### config.mk
export PLATFORM = sky130hd
export DESIGN_NAME = fifo_push_arbiter
export DESIGN_NICKNAME = d
export VERILOG_FILES = /design/src/rtl/fifo_push_arbiter.sv
export SDC_FILE = /design/constraint.sdc
export NUM_CORES = 1
export LEC_CHECK = 0
export ABC_AREA = 1
export CAP_MARGIN = 20
export CORE_ASPECT_RATIO = 0.9
export CORE_UTILIZATION = 45
export DETAILED_ROUTE_END_ITERATION = 10
export GPL_ROUTABILITY_DRIVEN = 0
export HOLD_SLACK_MARGIN = 0.15
export PLACE_DENSITY = 0.8
export SLEW_MARGIN = 20
export SYNTH_ARGS = -nofsm -noshare
export SYNTH_HDL_FRONTEND = slang
export SYNTH_SLANG_ARGS = --single-unit
### constraint.sdc
create_clock -name clk -period 2.78 [get_ports clk]
set_clock_uncertainty 0.2 [all_clocks]
set_input_delay 0.695 -clock clk [delete_from_list [all_inputs] [get_ports clk]]
set_output_delay 0.695 -clock clk [all_outputs]
set_load 0.005 [all_outputs]
### src/rtl/fifo_push_arbiter.sv
// ---------------------------------------------------------------------------
// fifo_push_arbiter
//
// Shares the single push port of a FIFO between NUM_REQ producers. Requests
// are served round-robin, one push at a time. The winner's payload is latched
// at grant, pushed into the FIFO, and once the FIFO returns its registered
// ack the winner gets a one-cycle req_ack. If the ack never arrives within
// ACK_TIMEOUT cycles, the transfer is dropped without req_ack, the sticky err
// flag is set, and the requester is simply re-arbitrated later.
//
// Transfer sequence: IDLE -> PUSH -> ACK_WAIT -> RELEASE -> IDLE. This takes
// at least 4 cycles, so the FIFO sees at most one push every 4 cycles.
//
// Ports
//   clk        in   rising-edge clock
//   reset      in   asynchronous, active-high reset
//   req_valid  in   [NUM_REQ]            per-requester request, held until req_ack
//   req_data   in   [NUM_REQ*DATA_WIDTH] packed payloads, requester i at
//                                        [i*DATA_WIDTH +: DATA_WIDTH]
//   req_ack    out  [NUM_REQ]            one-cycle pulse to the served requester
//   fifo_push  out                       FIFO push strobe
//   fifo_data  out  [DATA_WIDTH]         FIFO data_in
//   fifo_ack   in                        FIFO ack, high one cycle after a push
//   fifo_full  in                        FIFO full
//   busy       out                       high whenever a transfer is in flight
//   grant_id   out  [ID_WIDTH]           current / last granted requester
//   err        out                       sticky ack-timeout flag
//   err_clr    in                        synchronous clear for err
// ---------------------------------------------------------------------------
module fifo_push_arbiter #(
  parameter  int NUM_REQ     = 4,
  parameter  int DATA_WIDTH  = 8,
  parameter  int ACK_TIMEOUT = 7,
  localparam int ID_WIDTH    = $clog2(NUM_REQ)
) (
  input  logic                          clk,
  input  logic                          reset,
  input  logic [NUM_REQ-1:0]            req_valid,
  input  logic [NUM_REQ*DATA_WIDTH-1:0] req_data,
  output logic [NUM_REQ-1:0]            req_ack,
  output logic                          fifo_push,
  output logic [DATA_WIDTH-1:0]         fifo_data,
  input  logic                          fifo_ack,
  input  logic                          fifo_full,
  output logic                          busy,
  output logic [ID_WIDTH-1:0]           grant_id,
  output logic                          err,
  input  logic                          err_clr
);

  typedef enum logic [1:0] {
    IDLE     = 2'd0,
    PUSH     = 2'd1,
    ACK_WAIT = 2'd2,
    RELEASE  = 2'd3
  } state_e;

  // NUM_REQ always fits in ID_WIDTH+1 bits, so the wrap arithmetic below is
  // done at that width.
  localparam logic [ID_WIDTH:0]   NUM_REQ_W    = (ID_WIDTH+1)'(NUM_REQ);
  localparam logic [ID_WIDTH-1:0] LAST_ID      = ID_WIDTH'(NUM_REQ - 1);
  localparam logic [7:0]          TIMEOUT_LAST = 8'(ACK_TIMEOUT - 1);

  state_e                  state_q, state_d;
  logic [ID_WIDTH-1:0]     rr_ptr_q, rr_ptr_d;
  logic [ID_WIDTH-1:0]     grant_id_q, grant_id_d;
  logic [DATA_WIDTH-1:0]   data_q, data_d;
  logic [7:0]              timer_q, timer_d;
  logic                    err_q, err_d;

  // Arbitration results
  logic [2*NUM_REQ-1:0]    req_dbl;
  logic [NUM_REQ-1:0]      req_rot;
  logic                    found;
  logic [ID_WIDTH-1:0]     offset;
  logic [ID_WIDTH:0]       sum;
  logic [ID_WIDTH-1:0]     winner;
  logic [DATA_WIDTH-1:0]   winner_data;

  // -------------------------------------------------------------------------
  // Round-robin search. The request vector is rotated so that rr_ptr lands on
  // bit 0; the lowest set bit of the rotated vector is the distance from
  // rr_ptr to the winner. Adding it back with an explicit wrap keeps the
  // result correct for non-power-of-two NUM_REQ.
  // -------------------------------------------------------------------------
  // NOTE: every signal written in an always_comb gets a default on entry, so
  // no path through the block can leave it unassigned and infer a latch.
  always_comb begin
    req_dbl = {req_valid, req_valid} >> rr_ptr_q;
    req_rot = req_dbl[NUM_REQ-1:0];
    found   = 1'b0;
    offset  = '0;
    // Descending scan, last hit wins: the lowest set bit is selected.
    for (int k = NUM_REQ - 1; k >= 0; k--) begin
      if (req_rot[k]) begin
        found  = 1'b1;
        offset = ID_WIDTH'(k);
      end
    end
    sum = {1'b0, rr_ptr_q} + {1'b0, offset};
    if (sum >= NUM_REQ_W) begin
      winner = ID_WIDTH'(sum - NUM_REQ_W);
    end else begin
      winner = ID_WIDTH'(sum);
    end
  end

  // Payload of the winning requester
  always_comb begin
    winner_data = '0;
    for (int k = 0; k < NUM_REQ; k++) begin
      if (winner == ID_WIDTH'(k)) begin
        winner_data = req_data[k*DATA_WIDTH +: DATA_WIDTH];
      end
    end
  end

  // -------------------------------------------------------------------------
  // Next-state logic
  // -------------------------------------------------------------------------
  always_comb begin
    state_d    = state_q;
    rr_ptr_d   = rr_ptr_q;
    grant_id_d = grant_id_q;
    data_d     = data_q;
    timer_d    = timer_q;
    err_d      = err_q;

    // Clear first so that a timeout in the same cycle overrides it.
    if (err_clr) begin
      err_d = 1'b0;
    end

    unique case (state_q)
      IDLE: begin
        // Never grant into a full FIFO; the requester keeps waiting.
        if (found && !fifo_full) begin
          grant_id_d = winner;
          data_d     = winner_data;
          state_d    = PUSH;
        end
      end

      PUSH: begin
        // The push only completes on a cycle where the FIFO can take it.
        if (!fifo_full) begin
          timer_d = '0;
          state_d = ACK_WAIT;
        end
      end

      ACK_WAIT: begin
        timer_d = timer_q + 8'd1;
        if (fifo_ack) begin
          state_d = RELEASE;
        end else if (timer_q == TIMEOUT_LAST) begin
          // Abandon the transfer; rr_ptr is untouched so the same requester
          // retries on its own.
          err_d   = 1'b1;
          state_d = IDLE;
        end
      end

      RELEASE: begin
        rr_ptr_d = (grant_id_q == LAST_ID) ? '0 : grant_id_q + 1'b1;
        state_d  = IDLE;
      end

      default: state_d = IDLE;
    endcase
  end

  // -------------------------------------------------------------------------
  // State registers
  // -------------------------------------------------------------------------
  // NOTE: sequential state uses non-blocking assignments so every register
  // samples the pre-edge value of the others, independent of block order.
  always_ff @(posedge clk or posedge reset) begin
    if (reset) begin
      state_q    <= IDLE;
      rr_ptr_q   <= '0;
      grant_id_q <= '0;
      data_q     <= '0;
      timer_q    <= '0;
      err_q      <= 1'b0;
    end else begin
      state_q    <= state_d;
      rr_ptr_q   <= rr_ptr_d;
      grant_id_q <= grant_id_d;
      data_q     <= data_d;
      timer_q    <= timer_d;
      err_q      <= err_d;
    end
  end

  // -------------------------------------------------------------------------
  // Outputs: decoded from registered state only, so nothing on the requester
  // side reaches an output combinationally. fifo_full gating on fifo_push is
  // intentional: the push strobe must never assert into a full FIFO.
  // -------------------------------------------------------------------------
  always_comb begin
    req_ack = '0;
    for (int k = 0; k < NUM_REQ; k++) begin
      req_ack[k] = (state_q == RELEASE) && (grant_id_q == ID_WIDTH'(k));
    end
  end

  assign fifo_push = (state_q == PUSH) && !fifo_full;
  assign fifo_data = data_q;
  assign busy      = (state_q != IDLE);
  assign grant_id  = grant_id_q;
  assign err       = err_q;

  // -------------------------------------------------------------------------
  // Protocol properties
  // -------------------------------------------------------------------------
  a_ack_onehot : assert property (@(posedge clk) disable iff (reset)
    $onehot0(req_ack));

  a_ack_single_cycle : assert property (@(posedge clk) disable iff (reset)
    (req_ack != '0) |=> (req_ack == '0));

  a_no_push_when_full : assert property (@(posedge clk) disable iff (reset)
    fifo_full |-> !fifo_push);

endmodule

==> results_dict.tcl, run 1 <==
set metrics [dict create \
    status "finished clean" \
    met3_usage 0.04808 \
    fin_nets 350 \
    hold-worst-slack_ns 0.2909 \
    io_pins 58 \
    drt-total-wl_mm 4.168 \
    syn-num-nets 277 \
    r2r-end "fifo_data[0]" \
    grt_max_degree 24 \
    place_ws_ns -0.3291 \
    syn_to_final_growth_pct 51.93 \
    initialDrtViolationCount 65 \
    drtAntennaViolNets 0 \
    ys_seq_elements 23 \
    grt-ovfl-total 0 \
    min_from "fifo_data[4]" \
    synth_area_sq_um 1655 \
    grt_use_met2 0.3644 \
    grt_most_used_layer "met2" \
    cts_sinks 23 \
    final_common_cell "clkdlybuf4s50_1" \
    dr_total_vias 1732 \
    power_density_nw_per_um2 1125 \
    reg2reg_slack_ns 0.30 \
    critPathMaxFanout 4 \
    report.final.slew_viol_count 0 \
    rows 20 \
    clock_latency_ns 0.26 \
    setup_viol 0 \
    ff2ff_path_depth 16 \
    drc 0 \
    required_ns 1.88 \
    yosys_warnings 0 \
    cts_max_level 1 \
    layout_min_cycle_time_ns 2.721 \
    cts_tree "yes" \
    dp_cells 339 \
    cpMostUsedCell "clkdlybuf4s50_1" \
    fillers 271 \
    die_y_um 59.54 \
    crit_path_end "fifo_push" \
    worstSetupStartpointType "input port" \
    cpMaxStageDelayCell "clkdlybuf4s50_1" \
    diodes 0 \
    end_kind "output pin" \
    clk_pin_slew_ns 0.08 \
    routed_via_density 5.020 \
    antenna_found_initial 0 \
    met1_usage 0.2782 \
    reg2reg_from "rr_ptr_q[0]" \
    coreArea_sq_um 3453 \
    port_buffers 57 \
    vdd_drop_max_uv 718.7 \
    wl_per_cell_um 12.08 \
    dr.pass1.iters 4 \
    hpwl_mm 3.122 \
    ys_types 29 \
    synthCells 229 \
    utilization 0.7283 \
    die_area_sq_um 3925 \
    setup_slack_ns 0.05933 \
    mostFrequentLayoutCells "clkdlybuf4s50_1, nand2_1, inv_1, dfrtp_1" \
    grt_setup_unrepaired "no" \
    clk_path_buf_depth 2 \
    path_cells "clkdlybuf4s50_1, nor2_4, clkdlybuf4s50_1" \
    die_x_um 65.93 \
    cp_slowest_stage_delay_ns 0.51 \
    start_util 0.4793 \
    grt_pass1_vias 1512 \
    power_mw 2.829 \
    avgSynthCellArea_sq_um 7.229 \
    max-cap-violations 0 \
    hold_class "reg2reg" \
    crit_type "in2out" \
    tightest_slew_ns 0.5962 \
    worst_ep_arrival_time_ns 1.83 \
    crit_start "fifo_full" \
    slew_headroom 0.5983 \
    final_hold_viol_count 0 \
    final.period_utilization 0.9787 \
    grt_pass1_wl_mm 6.396 \
    post_route_cells_drive_above_1_share 0.1761 \
    ys_seq_area_frac 0.3477 \
    clockRootBuffer "clkbuf_8" \
    final_cell_count_no_fill 345 \
    timing.fmax_mhz 367.6 \
    grt_usage 0.2118 \
    cts_made_buffers 3 \
    p_leak_nw 1.232 \
]
worst max-delay path: cells and delay by family:
kind	cells	cell delay (ns)
simple gates	1	0.14
buf+inv	2	0.99
report_power, final:
part	internal [mW]	total [mW]	switching, mW
clock	0.102	0.209	0.107
sequential	0.460	0.579	0.119
combinational	0.896	2.04	1.14
layout make-up:
cell class,count,area [sq um],share of cell area
repair buffers,71,698.2,0.2776
well taps,44,55.05,0.02189
multi-input cells,162,982.2,0.3905
inverters,41,158.9,0.06318
flip-flops and latches,23,575.6,0.2289
clock buffers,4,45.04,0.01791
per-stage QoR:
step                instance area [sq um]  TNS, ns
global route                         2515        0
CTS                                  2400        0
floorplan                            1655        0
global placement                     2345   -2.184
finish                               2515        0
detailed placement                   2345   -2.716
cell families after synthesis:
family          Yosys count  share of synthesized area
buf+inv                  45                     0.1164
fa+ha+maj                 7                    0.05291
flops                    23                     0.3477
compound gates           38                     0.1391
xor+xnor                  1                   0.005292
simple gates            115                     0.3386
repair_timing:
action                     4_1_cts  5_1_grt
pin swaps                        0        8
hold endpoints to repair         0        0
gates resized for setup          2       24
setup endpoints to repair        9       10
gates cloned                     0        1
hold buffers                     0        0
buffers inserted                 0        1
routing by layer:
layer  share of wire  wire (um)
met5               0          0
met4          0.0022          9
met3           0.054        224
met2            0.49       2024
met1            0.46       1910
flip-flops by register name (all words and copies together), names as in the netlist:
name       count
fifo_data      8
state_q        2
timer_q        8
err            1
grant_id       2
rr_ptr_q       2
cell usage after synthesis (all sizes together):
cell type  count  area (sq um)
xnor2          1         8.760
nand3         24         132.6
a21boi         1         7.510
clkbuf         1         3.750
nor2          15         58.81
nand2         61         276.5
a21oi          2         10.01
o211a          1         10.01
nor4           1         6.260
nand4         13         81.33
o21ai         28         162.6
o31ai          1         7.510
ha             7         87.58
dfrtp         23         575.6
inv           39         146.4
o22ai          4         25.02
nor3           1         5.000
buf            3         30.03
o21bai         1         7.510
clkinv         2         12.51
how the worst min path moves through the flow:
| stage | end | cells past startpoint | slack (ns) |
|---|---|---|---|
| 3_3_place_gp | fifo_data[6] | 2 | 0.27 |
| 2_1_floorplan | fifo_data[0] | 2 | 0.27 |
| 6_report | fifo_data[4] | 2 | 0.29 |
| 4_1_cts | fifo_data[4] | 2 | 0.30 |
| 3_5_place_dp | fifo_data[4] | 2 | 0.27 |
| 5_1_grt | fifo_data[2] | 2 | 0.32 |
Power figures use the tool's default switching activity.
==> run 2, diff against run 1 <==
--- a/config.mk
+++ b/config.mk
@@ -6,8 +6,8 @@
 export NUM_CORES = 1
 export LEC_CHECK = 0
 export ABC_AREA = 1
-export CAP_MARGIN = 20
 export CORE_ASPECT_RATIO = 0.9
+export CORE_MARGIN = 5
 export CORE_UTILIZATION = 45
 export DETAILED_ROUTE_END_ITERATION = 10
 export GPL_ROUTABILITY_DRIVEN = 0
==> run 2 against run 1 <==
Compared with the run above:
- via count fell by 1.7%
- largest power group unchanged
- cell count did not move
- highest routed layer unchanged
- global-route usage fell by 3.3 points
- power fell by 2.7%
- worst hold slack got worse by 0.0066 ns
- clock power barely moved
- routed wire length rose by 1.6%
- non-clock buffer count rose by 1
- register-to-register slack improved by 0.03 ns
- cell area fell by 0.99%
==> results_dict.tcl, run 2 (synthesized netlist as in run 1, its figures left out) <==
set metrics [dict create \
    coreArea_sq_um 3453 \
    layout_min_cycle_time_ns 2.721 \
    hold_class "reg2reg" \
    clockRootBuffer "clkbuf_8" \
    grt_pass1_vias 1680 \
    rows 20 \
    worstSetupStartpointType "input port" \
    die_y_um 67.54 \
    grt_max_degree 24 \
    setup_tns_ns 0 \
    die_x_um 73.93 \
    routed_via_density 4.936 \
    initialDrtViolationCount 81 \
    clk_pin_slew_ns 0.08 \
    timing.fmax_mhz 367.6 \
    wl_per_cell_um 12.28 \
    cts_setup_buffers 0 \
    status "finished clean" \
    post_route_cells_drive_above_1_share 0.1628 \
    grt_pass1_wl_mm 7.038 \
    vdd_drop_max_uv 715.1 \
    drc 0 \
    io_pins 58 \
    seq_area_sq_um 575.6 \
    hold-worst-slack_ns 0.2842 \
    drtAntennaViolNets 0 \
    start_util 0.4793 \
    p_leak_nw 1.206 \
    drt-total-wl_mm 4.236 \
    cts_max_level 1 \
    grt-ovfl-total 0 \
    fin_nets 350 \
    critPathMaxFanout 2 \
    final_hold_viol_count 0 \
    cts_hold_buffers 0 \
    cts_tree "yes" \
    clk_path_buf_depth 2 \
    required_ns 1.88 \
    final.period_utilization 0.9787 \
    dr.pass1.iters 4 \
    tightest_slew_ns 0.5338 \
    max-cap-violations 0 \
    fillers 277 \
    power_density_nw_per_um2 1106 \
    syn_to_final_growth_pct 50.42 \
    dr_total_vias 1703 \
    grt_usage 0.1785 \
    setup_viol 0 \
    final_common_cell "clkdlybuf4s50_1" \
    diodes 0 \
    clock_latency_ns 0.26 \
    crit_type "in2out" \
    end_kind "output pin" \
    cts_sinks 23 \
    multi_input_area_sq_um 967.2 \
    worst_ep_arrival_time_ns 1.83 \
    report.final.slew_viol_count 0 \
    slew_headroom 0.6404 \
    reg2reg_slack_ns 0.33 \
    antenna_found_initial 0 \
    mostFrequentLayoutCells "clkdlybuf4s50_1, nand2_1, inv_1, dfrtp_1" \
    hpwl_mm 3.364 \
    die_area_sq_um 4993 \
    cts_made_buffers 3 \
    port_buffers 57 \
]
## run 2: cell count changes in the layout (fill, tap and decap cells not counted), moves of 2 or more
cell	before	now
nand2_2	10	5
clkdlybuf4s50_1	53	55
buf_4	13	15
nand2_1	46	51
dlymetal6s2s_1	4	2
## run 2: timing repair
action                     4_1_cts  5_1_grt
gates resized for setup          1       19
setup endpoints to repair        8       10
pin swaps                        0        3
## run 2: area by class of cell
cell class,instances,share of cell area
multi-input cells,161,0.3884
repair buffers,72,0.2764
flip-flops and latches,23,0.2312
inverters,41,0.06382
well taps,44,0.02211
clock buffers,4,0.01809
## run 2: critical path: stages
cell and delay [ns]:
clkdlybuf4s50_1 0.46, nor2_2 0.15, clkdlybuf4s50_1 0.51
## run 2: worst paths after layout
path / cells past startpoint / startpoint / end
worst max-delay path: 3 / fifo_full / fifo_push
worst min-delay path: 2 / fifo_data[4] / fifo_data[4]
worst max register to register: 15 / rr_ptr_q[1] / fifo_data[0]
worst min register to register: 2 / fifo_data[4] / fifo_data[4]
max in group asynchronous: 3 / reset / err
min in group asynchronous: 3 / reset / timer_q[3]
## run 2: where the power goes
| group | total, mW | switching, mW | internal [mW] | leakage [nW] |
|---|---|---|---|---|
| Combinational | 1.96 | 1.11 | 0.857 | 0.885 |
| Clock | 0.209 | 0.106 | 0.102 | 0.0228 |
| Sequential | 0.581 | 0.121 | 0.460 | 0.298 |
## run 2: metrics by stage
stage	area (sq um)	utilization	setup slack (ns)	instances	power, mW
after CTS	2412	0.6986	0.01679	345	2.596
after floorplan	1655	-	0.2346	229	1.784
after global routing	2490	0.7210	-0.04497	345	3.030
final	2490	0.7210	0.05931	345	2.753
after detailed placement	2360	0.6833	-0.3415	341	2.361
after global placement	2360	0.6833	-0.2696	341	2.326
## run 2: metal layers
layer | part of all wire | global-route usage | up-vias
li1 | - | - | 891
met2 | 0.48 | 0.3108 | 47
met3 | 0.074 | 0.05208 | 4
met5 | 0 | 0 | -
met1 | 0.44 | 0.2258 | 761
met4 | 0.0028 | 0.02036 | 0
